## src/rtl/hall_sensor_emulator.sv

```systemverilog
// hall_sensor_emulator: programmable-period Hall rotor with shoot-through latch.
// Define HALL_EMU_COMM_CHECK_EN to count commutation patterns that disagree with the Hall step.
module hall_sensor_emulator #(
    parameter int PERIOD_W   = 16,
    parameter int ERR_W      = 8,
    parameter int START_STEP = 0
) (
    input  logic                i_clk,
    input  logic                i_rst,
    input  logic [PERIOD_W-1:0] i_period,
    input  logic                i_dir,
    input  logic                i_a,
    input  logic                i_b,
    input  logic                i_c,
    input  logic                i_aa,
    input  logic                i_bb,
    input  logic                i_cc,
    output logic                o_h1,
    output logic                o_h2,
    output logic                o_h3,
    output logic [2:0]          o_step,
    output logic                o_step_stb,
    output logic                o_fault,
    output logic [ERR_W-1:0]    o_err_cnt
);
    localparam logic [1:0] ST_STOP  = 2'd0;
    localparam logic [1:0] ST_RUN   = 2'd1;
    localparam logic [1:0] ST_FAULT = 2'd2;
    localparam logic [2:0] START    = 3'(START_STEP);

    function automatic logic [2:0] hall_of(input logic [2:0] s);
        return s == 3'd0 ? 3'b001 :
               s == 3'd1 ? 3'b101 :
               s == 3'd2 ? 3'b100 :
               s == 3'd3 ? 3'b110 :
               s == 3'd4 ? 3'b010 : 3'b011;
    endfunction

    logic [1:0]          r_state;
    logic [2:0]          r_step;
    logic [2:0]          r_hall;
    logic [PERIOD_W-1:0] r_cnt;
    logic [PERIOD_W-1:0] r_per;
    logic                r_stb;
    logic                w_shoot;
    logic                w_bound;
    logic [2:0]          w_next;

    always_comb begin
        w_shoot = (i_a & i_aa) | (i_b & i_bb) | (i_c & i_cc);
        w_bound = (r_state == ST_RUN) && (r_cnt == r_per - PERIOD_W'(1));
        w_next  = i_dir ? (r_step == 3'd0 ? 3'd5 : r_step - 3'd1)
                        : (r_step == 3'd5 ? 3'd0 : r_step + 3'd1);
    end

    // A fault takes priority over any step boundary on the same edge
    always_ff @(posedge i_clk) begin
        if (i_rst) begin
            r_state <= ST_STOP;
            r_step  <= START;
            r_hall  <= hall_of(START);
            r_cnt   <= '0;
            r_per   <= '0;
            r_stb   <= 1'b0;
        end else begin
            r_stb <= 1'b0;
            if (w_shoot || r_state == ST_FAULT) begin
                r_state <= ST_FAULT;
            end else if (r_state == ST_STOP) begin
                if (i_period != '0) begin
                    r_per   <= i_period;
                    r_cnt   <= '0;
                    r_state <= ST_RUN;
                end
            end else if (w_bound) begin
                r_step  <= w_next;
                r_hall  <= hall_of(w_next);
                r_stb   <= 1'b1;
                r_cnt   <= '0;
                r_per   <= i_period;
                r_state <= (i_period == '0) ? ST_STOP : ST_RUN;
            end else begin
                r_cnt <= r_cnt + PERIOD_W'(1);
            end
        end
    end

    assign {o_h3, o_h2, o_h1} = r_hall;
    assign o_step             = r_step;
    assign o_step_stb         = r_stb;
    assign o_fault            = (r_state == ST_FAULT);

`ifdef HALL_EMU_COMM_CHECK_EN
    logic [5:0]       w_gates;
    logic [5:0]       w_exp;
    logic             w_bad;
    logic [ERR_W-1:0] r_err;

    // Gate vector order {A,AA,B,BB,C,CC}; all-off means coasting and is accepted
    always_comb begin
        w_gates = {i_a, i_aa, i_b, i_bb, i_c, i_cc};
        w_exp   = r_step == 3'd0 ? 6'b100100 :
                  r_step == 3'd1 ? 6'b100001 :
                  r_step == 3'd2 ? 6'b001001 :
                  r_step == 3'd3 ? 6'b011000 :
                  r_step == 3'd4 ? 6'b010010 : 6'b000110;
        w_bad   = w_bound && !w_shoot && (w_gates != w_exp) && (w_gates != '0);
    end

    always_ff @(posedge i_clk) begin
        if (i_rst)
            r_err <= '0;
        else if (w_bad && r_err != '1)
            r_err <= r_err + ERR_W'(1);
    end

    assign o_err_cnt = r_err;
`else
    assign o_err_cnt = '0;
`endif
endmodule

```

## config.mk

```make
export PLATFORM = sky130hd
export DESIGN_NAME = hall_sensor_emulator
export DESIGN_NICKNAME = d
export VERILOG_FILES = /design/src/rtl/hall_sensor_emulator.sv
export SDC_FILE = /design/constraint.sdc
export NUM_CORES = 1
export LEC_CHECK = 0
export ABC_AREA = 1
export ABC_CLOCK_PERIOD_IN_PS = 4670
export CORE_UTILIZATION = 45
export CTS_BUF_LIST = sky130_fd_sc_hd__clkbuf_16
export DETAILED_ROUTE_END_ITERATION = 10
export PLACE_DENSITY = 0.68
export SYNTH_ARGS = -nofsm -noshare
export SYNTH_HDL_FRONTEND = slang
export SYNTH_SLANG_ARGS = --single-unit
```

## constraint.sdc

```tcl
create_clock -name i_clk -period 4.67 [get_ports i_clk]
set_input_delay 0.467 -clock i_clk [delete_from_list [all_inputs] [get_ports i_clk]]
set_output_delay 0.467 -clock i_clk [all_outputs]
set_load 0.01 [all_outputs]
```

==> metrics.md, run 1 <==
| Metric | Value |
|---|---|
| R2r endpoint | r_cnt[13] |
| Layout Nets | 550 |
| Htree depth | 2 |
| Cell area after layout | around 3400 sq um |
| Reg-to-reg startpoint | r_per[0] |
| Area after DPL | around 3300 sq um |
| Number of port buffers | 32 |
| Seq/Total Area, Yosys | between 20% and 30% |
| Dpl cells | between 500 and 600 |
| Rel. slew slack | between 40% and 50% |
| Post-DP HPWL | between 5000 and 6000 microns |
| FF+latch count, synth | just over 40 |
| Layout fillers | about 660 |
| Distinct cells, synth | 32 |
| Most common cell after layout, fill and taps aside | nand2_1 |
| Clk_lat worst skew | between 0.2 and 0.3 ns |
| Pleak | 0.00159 uW |
| Syn avg cell area | roughly 5.9 sq um |
| Post CTS Setup Buffer Count | 0 |
| Finished Layout Cells | 600 |
| First-pass GRT wire length | approximately 12,000 microns |
| Pwr/cell area | approximately 300 nW/um^2 |
| CTS tree | built |
| Total GRT Usage | between 20% and 30% |
| Setup repair after global routing missed its margin | false |
| Die area | 6840 sq um |
| Vias after detailed routing | between 2,000 and 3,000 |
| CP bufs+invs | 3 |
| Final TNS setup | 0 ns |
| CP max-delay cell | clkinv_1 |
| Placer Congestion | 0.883 |
| Crit Path Category | in2reg |
| Number of max-cap violations | 0 |
| WP data arrival | 2.86 ns |
| Synth Warn # | 0 |
| Worst-margin pin slew | slightly below 0.9 ns |
| Row cnt | 29 |
| Hold Buf Count CTS | 0 |
| Number of buffers created by CTS | 5 |
| Largest net degree at the start of global routing | 36 |
| Area Growth Syn to Fin | 16.1% |
| Setup slack after layout | a little over 2 ns |
| Vias in the first global route | 2,549 |
| Grt total ovfl | 0 |
| I/O pin cnt | 41 |
| HP Start | r_hall[1] |
| # diodes | 0 |
| Crit path max-delay family | simple AND/OR/NAND/NOR gates |
| Hold slack | about 0.47 ns |
| Syn Inst Count | 493 |
| Status | complete, no violations |
| Initial DRC count | 160 |
| Largest stage delay on the critical path | about 0.73 ns |
| Hold depth | 2 |
| Share of cells above drive strength 1 | under 10% |
| Post-synth EDFFs | 0 |
| Drt drc | 0 |
| Crit-path max FO | 35 |
| Core area | between 6000 and 7000 sq um |
| R2r setup slk | about 2.2 ns |
| Commonest non-fill, non-tap cells in the layout | nand2_1 (135), nor2_1 (90), inv_1 (70), nand3_1 (43), dfxtp_1 (41) |
| Setup Viol. Count Final | 0 |
| Pre-Repair DR Iteration Count | 4 |
| Hold Vio Cnt, Final | 0 |
| CP required | slightly below 5 ns |
| Antenna Violating Nets Remaining | 0 |
| Final worst-path cycle share | between 50% and 60% |
| Post-CTS Resized | 0 |
| Fmax achieved | about 380 MHz |
| Root buffer cell | clkbuf_16 |
| Hold Crit Class | reg2reg |
| CP Capture Type | flip-flop |
| Clock Path Buffers | 2 |
| Overall die height | about 83 microns |
| Clock Pin Slew Worst Setup and Hold Paths | roughly 0.060 ns |
| Post-DR wirelength/cell | approximately 12 microns |
| Starting density of the core | around 46% |
| Synthesized area | approximately 3000 sq um |
| R2r worst-path depth | 13 |
| Max Slew Vio Count | 0 |
| Hold Crit Endpoint | r_hall[1] |
| Die X-Extent | just over 80 microns |
| TritonCTS Sinks | 41 |
| Worst vdd ir | ~0.19 mV |
| Min cycle time layout | ~2.6 ns |
| Fin Clk Skew | about 0.0038 ns |
| Initial antenna violation count | 0 |
| Top_reg_cell synth | dfxtp_1 |
| Crit start category | primary input |
| Cell Chain, Critical Path | clkdlybuf4s50_1 -> inv_1 -> nand4_1 -> nor2_1 -> nand3_1 -> nand2_2 -> clkinv_1 -> nand2_2 -> nand2_4 -> nor2_1 |
| WL final | between 6000 and 7000 microns |
| Ys async rst share | 0% |
| Vias per cell | 4.90 |
| Setup WS pre-CTS | 1.73 ns |
## where the power goes
| part | internal (uW) | total, uW | switching (uW) |
|---|---|---|---|
| Clock | 200 | 342 | 142 |
| Sequential | 364 | 385 | 21.1 |
| Combinational | 110 | 310 | 200 |
## area by class of cell
type / instances / area, sq um / share of cell area, %
Inverter: 71 / 267 / 7.83
Multi-Input combinational cell: 371 / 1750 / 51.4
Clock buffer: 5 / 125 / 3.68
Timing Repair Buffer: 32 / 320 / 9.42
Tap cell: 77 / 96.3 / 2.83
Sequential cell: 41 / 821 / 24.1
Clock inverter: 3 / 25.0 / 0.736
## stage by stage
stage | total power (uW) | utilization (%)
final | 1040 | 53.9
after global routing | 1110 | 53.9
after floorplan | 630 | -
after global placement | 692 | 51.5
after detailed placement | 698 | 51.5
after CTS | 1040 | 53.9
## kinds of logic (layout without fill, tap and decap cells)
group	count (synthesis)	in the layout	share of synthesized area, %
mux	1	1	0.342
xor+xnor	20	20	5.98
simple gates	302	302	44.6
compound gates	37	37	6.49
fa+ha+maj	3	3	1.28
buf+inv	88	111	13.2
other cells	1	8	0.128
flops	41	41	28.0
## state kept, by name, summed over array words and instances, names as in the netlist
signal      cells
r_cnt          16
o_step_stb      1
o_step          3
r_state         2
r_per          16
r_hall          3
## synth_stat cells, types with 4 or more instances
cell type  number  share of area, %
xor2_1         16               4.8
clkbuf_1        4              0.51
nor2_1         90                12
nand2_1       135                17
xnor2_1         4               1.2
a21oi_1        24               4.1
buf_4           9               2.3
nand3_1        43               7.3
nand3b_1        4               1.0
dfxtp_1        41                28
o21ai_0        11               1.9
nand4_1        12               2.6
inv_1          70               9.0
## routing by layer
layer	wire, microns	GRT usage (%)	vias to the layer above
met5	0	0	-
met4	93	6.55	0
met3	333	4.62	9
met2	3100	35.2	79
met1	3380	30.4	1275
li1	-	-	1575
## worst register-to-register path: cells and delay by family (launching register included)
family | cells | cell delay (ns)
flip-flops | 1 | 0.34
adder cells (fa/ha/maj) | 1 | 0.30
buffers and inverters | 1 | 0.08
XOR/XNOR | 1 | 0.19
AND/OR/NAND/NOR | 10 | 1.45
## worst max-delay path by stage
stage / endpoint / cells after the start / slack [ns] / from
6_report: r_cnt[0] / 10 / 2.02 / i_period[15]
5_1_grt: r_cnt[0] / 10 / 1.67 / i_period[15]
4_1_cts: r_cnt[13] / 10 / 2.02 / i_period[15]
3_5_place_dp: r_cnt[13] / 10 / 1.73 / i_period[15]
3_3_place_gp: r_cnt[13] / 10 / 1.81 / i_period[15]
2_1_floorplan: r_per[10] / 14 / 2.72 / r_per[0]
Power figures use the tool's default switching activity.
==> run 2: changes to the inputs <==
--- a/config.mk
+++ b/config.mk
@@ -6,7 +6,7 @@
 export NUM_CORES = 1
 export LEC_CHECK = 0
 export ABC_AREA = 1
-export ABC_CLOCK_PERIOD_IN_PS = 4670
+export ABC_CLOCK_PERIOD_IN_PS = 2450
 export CORE_UTILIZATION = 45
 export CTS_BUF_LIST = sky130_fd_sc_hd__clkbuf_16
 export DETAILED_ROUTE_END_ITERATION = 10
==> constraint.sdc (replaced) <==
create_clock -name i_clk -period 2.45 [get_ports i_clk]
set_input_delay 0.245 -clock i_clk [delete_from_list [all_inputs] [get_ports i_clk]]
set_output_delay 0.245 -clock i_clk [all_outputs]
set_load 0.01 [all_outputs]
==> metrics.md, run 2 (synthesized netlist as in run 1, its figures left out) <==
| Metric | Value |
|---|---|
| Cell Chain, Critical Path | nor2_1 -> nand2_1 -> nor2_1 -> nand2_1 -> nand2_1 -> nand2_1 -> nor3_2 -> nand3_2 -> nand2_8 -> nand2_2 -> nand2_4 -> nor2_1 |
| CP required | 2.62 ns (-2.27 ns) |
| Vias in the first global route | 2,531 (-0.71%) |
| Grt total ovfl | 0 (unchanged) |
| Status | complete, no violations |
| Hold Buf Count CTS | 0 (unchanged) |
| Met3 Use GR | 3.63% (-0.99 points) |
| Placer Congestion | 0.919 (+4.1%) |
| Hold Vio Cnt, Final | 0 (unchanged) |
| Pre-Repair DR Iteration Count | 4 (unchanged) |
| Setup WS pre-CTS | 0.147 ns (-1.59 ns) |
| Cell area after layout | 3500 sq um (+2.8%) |
| Post CTS Setup Buffer Count | 0 (unchanged) |
| Largest stage delay on the critical path | 0.37 ns (-0.36 ns) |
| Hold Crit Class | reg2reg |
| # diodes | 0 (unchanged) |
| Largest net degree at the start of global routing | 33 (-8.3%) |
| Drt drc | 0 (unchanged) |
| Row cnt | 29 (unchanged) |
| Clock Path Buffers | 2 (unchanged) |
| Fin Clk Skew | 0.00660 ns (+0.00277 ns) |
| Post-DP HPWL | 5540 microns (about the same) |
| Finished Layout Cells | 606 (+1.0%) |
| Area after DPL | 3310 sq um (+1.8%) |
| Die area | 6840 sq um (unchanged) |
| Area Growth Syn to Fin | 19.4% |
| Htree depth | 2 (unchanged) |
| Initial DRC count | 238 (+49%) |
| CTS tree | built |
| Setup Viol. Count Final | 0 (unchanged) |
| Met2 Use GR | 34.8% (-0.41 points) |
| Number of port buffers | 32 (unchanged) |
| WL final | 7060 microns (+2.1%) |
| CP max-delay cell | dfxtp_1 |
| Grt peak-use layer | met2 |
| I/O pin cnt | 41 (unchanged) |
| Worst vdd ir | 0.339 mV (+81%) |
| Number of buffers created by CTS | 5 (unchanged) |
| Most common cell after layout, fill and taps aside | nand2_1 |
| TritonCTS Sinks | 41 (unchanged) |
| Crit path top cell by count | nand2_1 |
| Total GRT Usage | 22.3% (-0.028 points) |
| Antenna Violating Nets Remaining | 0 (unchanged) |
| Clock Pin Slew Worst Setup and Hold Paths | 0.06 ns (about the same) |
| Starting density of the core | 46.4% (unchanged) |
| Pleak | 0.00164 uW (+3.2%) |
| Core area | 6310 sq um (unchanged) |
| Layout Nets | 556 (+1.1%) |
| Max Slew Vio Count | 0 (unchanged) |
| Vias after detailed routing | 2,958 (+0.68%) |
| Clk_lat worst skew | 0.28 ns (about the same) |
| Fmax achieved | ~440 MHz |
| Vias per cell | 4.88 (-0.32%) |
| Crit start category | flip-flop |
| Layout fillers | 665 (+1.1%) |
| Setup repair after global routing missed its margin | false |
| Final TNS setup | 0 ns (unchanged) |
| Post-CTS Resized | 0 (unchanged) |
| Die X-Extent | 82.7 microns (unchanged) |
| Post-DR wirelength/cell | 11.7 microns (+1.1%) |
| Top flop regs | r_cnt x16, r_per x16 |
| Setup slack after layout | 0.187 ns (-1.84 ns) |
| Share of cells above drive strength 1 | 5.48% (+1.5 points) |
| First-pass GRT wire length | 11,600 microns (+0.60%) |
| Root buffer cell | clkbuf_16 |
| Crit-path max FO | 16 (-54%) |
| Dpl cells | 598 (+1.0%) |
| Overall die height | 82.7 microns (unchanged) |
| Fin util | 55.4% (+1.5 points) |
| Final worst-path cycle share | 92.4% |
| WP data arrival | 2.44 ns (-0.42 ns) |
| Crit Path Category | reg2reg |
| Commonest non-fill, non-tap cells in the layout | nand2_1 (135), nor2_1 (88), inv_1 (71), nand3_1 (43), dfxtp_1 (41) |
| Met1 GRT Util | 32.3% (+1.9 points) |
| CP Capture Type | flip-flop |
| Number of max-cap violations | 0 (unchanged) |
| Min cycle time layout | around 2.3 ns |
| Initial antenna violation count | 0 (unchanged) |
| Pwr/cell area | 604 nW/um^2 (+98%) |
[run 2: cell count changes in the layout (fill, tap and decap cells not counted), sizes merged]
cell and delta:
bufinv +1, clkinvlp -1, buf +6
[run 2: routing by layer]
| metal | vias up | wire, microns |
|---|---|---|
| li1 | 1594 | - |
| met1 | 1281 | 3590 |
| met2 | 75 | 3100 |
| met3 | 8 | 312 |
| met4 | 0 | 55 |
| met5 | - | 0 |
[run 2: worst paths after layout]
path / from / end / slack, ns / cells past startpoint
worst max-delay path: r_per[7] / r_cnt[15] / 0.19 / 12
worst min-delay path: r_hall[1] / r_hall[1] / 0.47 / 2
worst max register to register: r_per[7] / r_cnt[15] / 0.19 / 12
worst min register to register: r_hall[1] / r_hall[1] / 0.47 / 2
[run 2: cell type report]
type	count	area (sq um)	area share, %
clock buffers	5	125	3.58
repair buffers	38	378	10.8
flip-flops and latches	41	821	23.5
inverters	71	267	7.62
clock inverters	3	42.5	1.22
well taps	77	96.3	2.75
multi-input cells	371	1770	50.6
[run 2: power by group]
group / leakage (uW) / internal (uW) / total, uW / switching [uW]
logic: 0.00122 / 230 / 628 / 398
registers: 0.000333 / 693 / 731 / 37.9
clock network: 0.0000852 / 479 / 752 / 273
[run 2: critical path: cells and delay by family, from the launching register on]
| family | cells | cell delay (ns) |
|---|---|---|
| AND/OR/NAND/NOR | 12 | 1.76 |
| flip-flops | 1 | 0.37 |
[run 2: stage by stage]
stage | hold WS [ns] | power (uW)
floorplan | 0.314 | 1200
global placement | 0.458 | 1350
detailed placement | 0.456 | 1350
CTS | 0.466 | 2110
global route | 0.476 | 2250
finish | 0.465 | 2110
==> run 3: changes to the inputs <==
--- a/config.mk
+++ b/config.mk
@@ -10,6 +10,7 @@
 export CORE_UTILIZATION = 45
 export CTS_BUF_LIST = sky130_fd_sc_hd__clkbuf_16
 export DETAILED_ROUTE_END_ITERATION = 10
+export HOLD_SLACK_MARGIN = 0.1
 export PLACE_DENSITY = 0.68
 export SYNTH_ARGS = -nofsm -noshare
 export SYNTH_HDL_FRONTEND = slang
==> constraint.sdc (replaced) <==
create_clock -name i_clk -period 2.45 [get_ports i_clk]
set_input_delay 0.49 -clock i_clk [delete_from_list [all_inputs] [get_ports i_clk]]
set_output_delay 0.49 -clock i_clk [all_outputs]
set_load 0.01 [all_outputs]
==> metrics.md, run 3 (synthesized netlist as in run 1, its figures left out) <==
| Metric | Value |
|---|---|
| Status | complete, no violations |
| Largest net degree at the start of global routing | 21 (-36%) |
| Fin Clk Skew | 0.00442 ns (-0.00218 ns) |
| Htree depth | 2 (unchanged) |
| Hold Crit Class | reg2reg |
| Met2 Use GR | 34.6% (-0.25 points) |
| Vias per cell | 4.86 (-0.53%) |
| Reg-to-reg startpoint | r_per[0] |
| Post-DR wirelength/cell | 11.5 microns (-1.1%) |
| Final worst-path cycle share | 91.4% (-0.98 points) |
| Drt drc | 0 (unchanged) |
| R2r endpoint | r_hall[2] |
| R2r setup slk | 0.21 ns (+0.02 ns) |
| Met1 GRT Util | 30.8% (-1.5 points) |
| Met3 Use GR | 4.29% (+0.66 points) |
| Pwr/cell area | 564 nW/um^2 (-6.5%) |
| Core area | 6310 sq um (unchanged) |
| Hold Vio Cnt, Final | 0 (unchanged) |
| Grt total ovfl | 0 (unchanged) |
| Largest stage delay on the critical path | 0.32 ns (-0.05 ns) |
| Clk_lat worst skew | 0.28 ns (about the same) |
| Crit path top cell by count | nand2_1 |
| Commonest non-fill, non-tap cells in the layout | nand2_1 (135), nor2_1 (88), inv_1 (70), nand3_1 (43), dfxtp_1 (41) |
| Top flop regs | r_cnt x16, r_per x16 |
| R2r worst-path depth | 14 (+2) |
| Clock Path Buffers | 2 (unchanged) |
| Vias in the first global route | 2,659 (+5.1%) |
| Initial antenna violation count | 0 (unchanged) |
| Fmax achieved | 447 MHz (+1.1%) |
| CP max-delay cell | dfxtp_1 |
| Starting density of the core | 46.4% (unchanged) |
| Number of port buffers | 32 (unchanged) |
| Hold Crit Endpoint | r_hall[1] |
| Crit start category | flip-flop |
| Post-CTS Resized | 0 (unchanged) |
| Max Slew Vio Count | 0 (unchanged) |
| Post CTS Setup Buffer Count | 0 (unchanged) |
| Row cnt | 29 (unchanged) |
| CP required | 2.67 ns (+0.05 ns) |
| Total GRT Usage | 22.3% (about the same) |
| Number of buffers created by CTS | 5 (unchanged) |
| Layout fillers | 681 (+2.4%) |
| Worst vdd ir | 0.374 mV (+10%) |
| Crit-path max FO | 7 (-9) |
| # diodes | 0 (unchanged) |
| Share of cells above drive strength 1 | 5.83% (+0.35 points) |
| Die area | 6840 sq um (unchanged) |
| Fin util | 55.2% (-0.26 points) |
| HP Start | r_hall[1] |
| Vias after detailed routing | 2,957 (-0.034%) |
| Die X-Extent | 82.7 microns (unchanged) |
| Area Growth Syn to Fin | 18.9% |
| CP bufs+invs | 1 (+1) |
| TritonCTS Sinks | 41 (unchanged) |
| Rel. slew slack | about 65% |
| First-pass GRT wire length | 11,600 microns (+0.54%) |
| Post-DP HPWL | 5800 microns (+4.6%) |
| CP Capture Type | flip-flop |
| Initial DRC count | 106 (-55%) |
| Overall die height | 82.7 microns (unchanged) |
| Pre-Repair DR Iteration Count | 4 (unchanged) |
| Placer Congestion | 0.847 (-7.9%) |
| Min cycle time layout | 2.24 ns (-0.0240 ns) |
| Worst-margin pin slew | 0.513 ns |
| Setup Viol. Count Final | 0 (unchanged) |
| CTS tree | built |
| Hold Buf Count CTS | 0 (unchanged) |
| Final TNS setup | 0 ns (unchanged) |
| Grt peak-use layer | met2 |
| Hold depth | 2 (unchanged) |
| Setup repair after global routing missed its margin | false |
| Cell Chain, Critical Path | inv_1 -> ha_2 -> nand2_2 -> nor2_2 -> nand2_1 -> nand3_1 -> nand2_1 -> nor2_1 -> nand2_1 -> nor2_1 -> nand3_1 -> nor2_1 -> nand2_1 -> nand2_1 |
| Crit path max-delay family | simple AND/OR/NAND/NOR gates |
| I/O pin cnt | 41 (unchanged) |
| Number of max-cap violations | 0 (unchanged) |
| Pleak | 0.00164 uW (-0.26%) |
| WL final | 7010 microns (-0.65%) |
| WP data arrival | 2.46 ns (+0.02 ns) |
| Most common cell after layout, fill and taps aside | nand2_1 |
| Clock Pin Slew Worst Setup and Hold Paths | 0.05 ns (about the same) |
| Antenna Violating Nets Remaining | 0 (unchanged) |
| Root buffer cell | clkbuf_16 |
| Layout Nets | 559 (+0.54%) |
| Crit Path Category | reg2reg |
==> run 3: cell count changes in the layout (fill, tap and decap cells not counted) <==
cell       before  now
bufinv_16       1    0
nand2_8         1    0
inv_1          71   70
clkinv_4        1    0
nand2_4         1    2
clkinv_1        1    3
clkinv_2        0    1
buf_4           5    8
==> run 3: cell type report <==
| class | instances | area (sq um) | area share [%] |
|---|---|---|---|
| inverter | 71 | 267 | 7.65 |
| clock buffer | 5 | 125 | 3.59 |
| multi-input combinational | 371 | 1760 | 50.6 |
| tap | 77 | 96.3 | 2.77 |
| sequential | 41 | 821 | 23.6 |
| timing repair buffer | 41 | 400 | 11.5 |
| clock inverter | 3 | 12.5 | 0.359 |
==> run 3: worst max-delay path by stage <==
stage | startpoint | depth (start not counted) | slack [ns] | endpoint
2_1_floorplan | r_per[0] | 14 | 0.50 | r_per[10]
3_3_place_gp | i_period[15] | 10 | 0.04 | r_per[15]
3_5_place_dp | i_period[15] | 10 | 0.01 | r_per[8]
4_1_cts | r_per[0] | 13 | 0.12 | r_state[0]
5_1_grt | r_per[8] | 13 | 0.005 | r_hall[2]
6_report | r_per[0] | 14 | 0.21 | r_hall[2]
==> run 3: where the power goes <==
part           internal (uW)  switching, uW
Combinational            232            396
Clock                    368            240
Sequential               694           36.9
Total                   1290            672
==> run 3: worst reg2reg max path, delay by kind of cell (launching register included) <==
family                   cells  cell delay (ns)
flip-flops                   1             0.32
AND/OR/NAND/NOR             12             1.50
adder cells (fa/ha/maj)      1             0.26
buffers and inverters        1             0.09
==> run 3: per-stage QoR <==
| step | hold WS [ns] | cells | power, uW | instance area (sq um) | setup WS, ns |
|---|---|---|---|---|---|
| finish | 0.466 | 609 | 1970 | 3480 | 0.211 |
| global placement | 0.453 | 601 | 1350 | 3330 | 0.0393 |
| floorplan | 0.458 | 500 | 1200 | 2960 | 0.496 |
| CTS | 0.470 | 609 | 1970 | 3470 | 0.120 |
| global route | 0.481 | 609 | 2090 | 3480 | 0.00547 |
| detailed placement | 0.460 | 601 | 1360 | 3330 | 0.0116 |
==> run 3: metal layers <==
layer  wire length [microns]  share of wire, %
met1                    3540                50
met4                     167               2.4
met3                     326               4.6
met5                       0                 0
met2                    2980                43
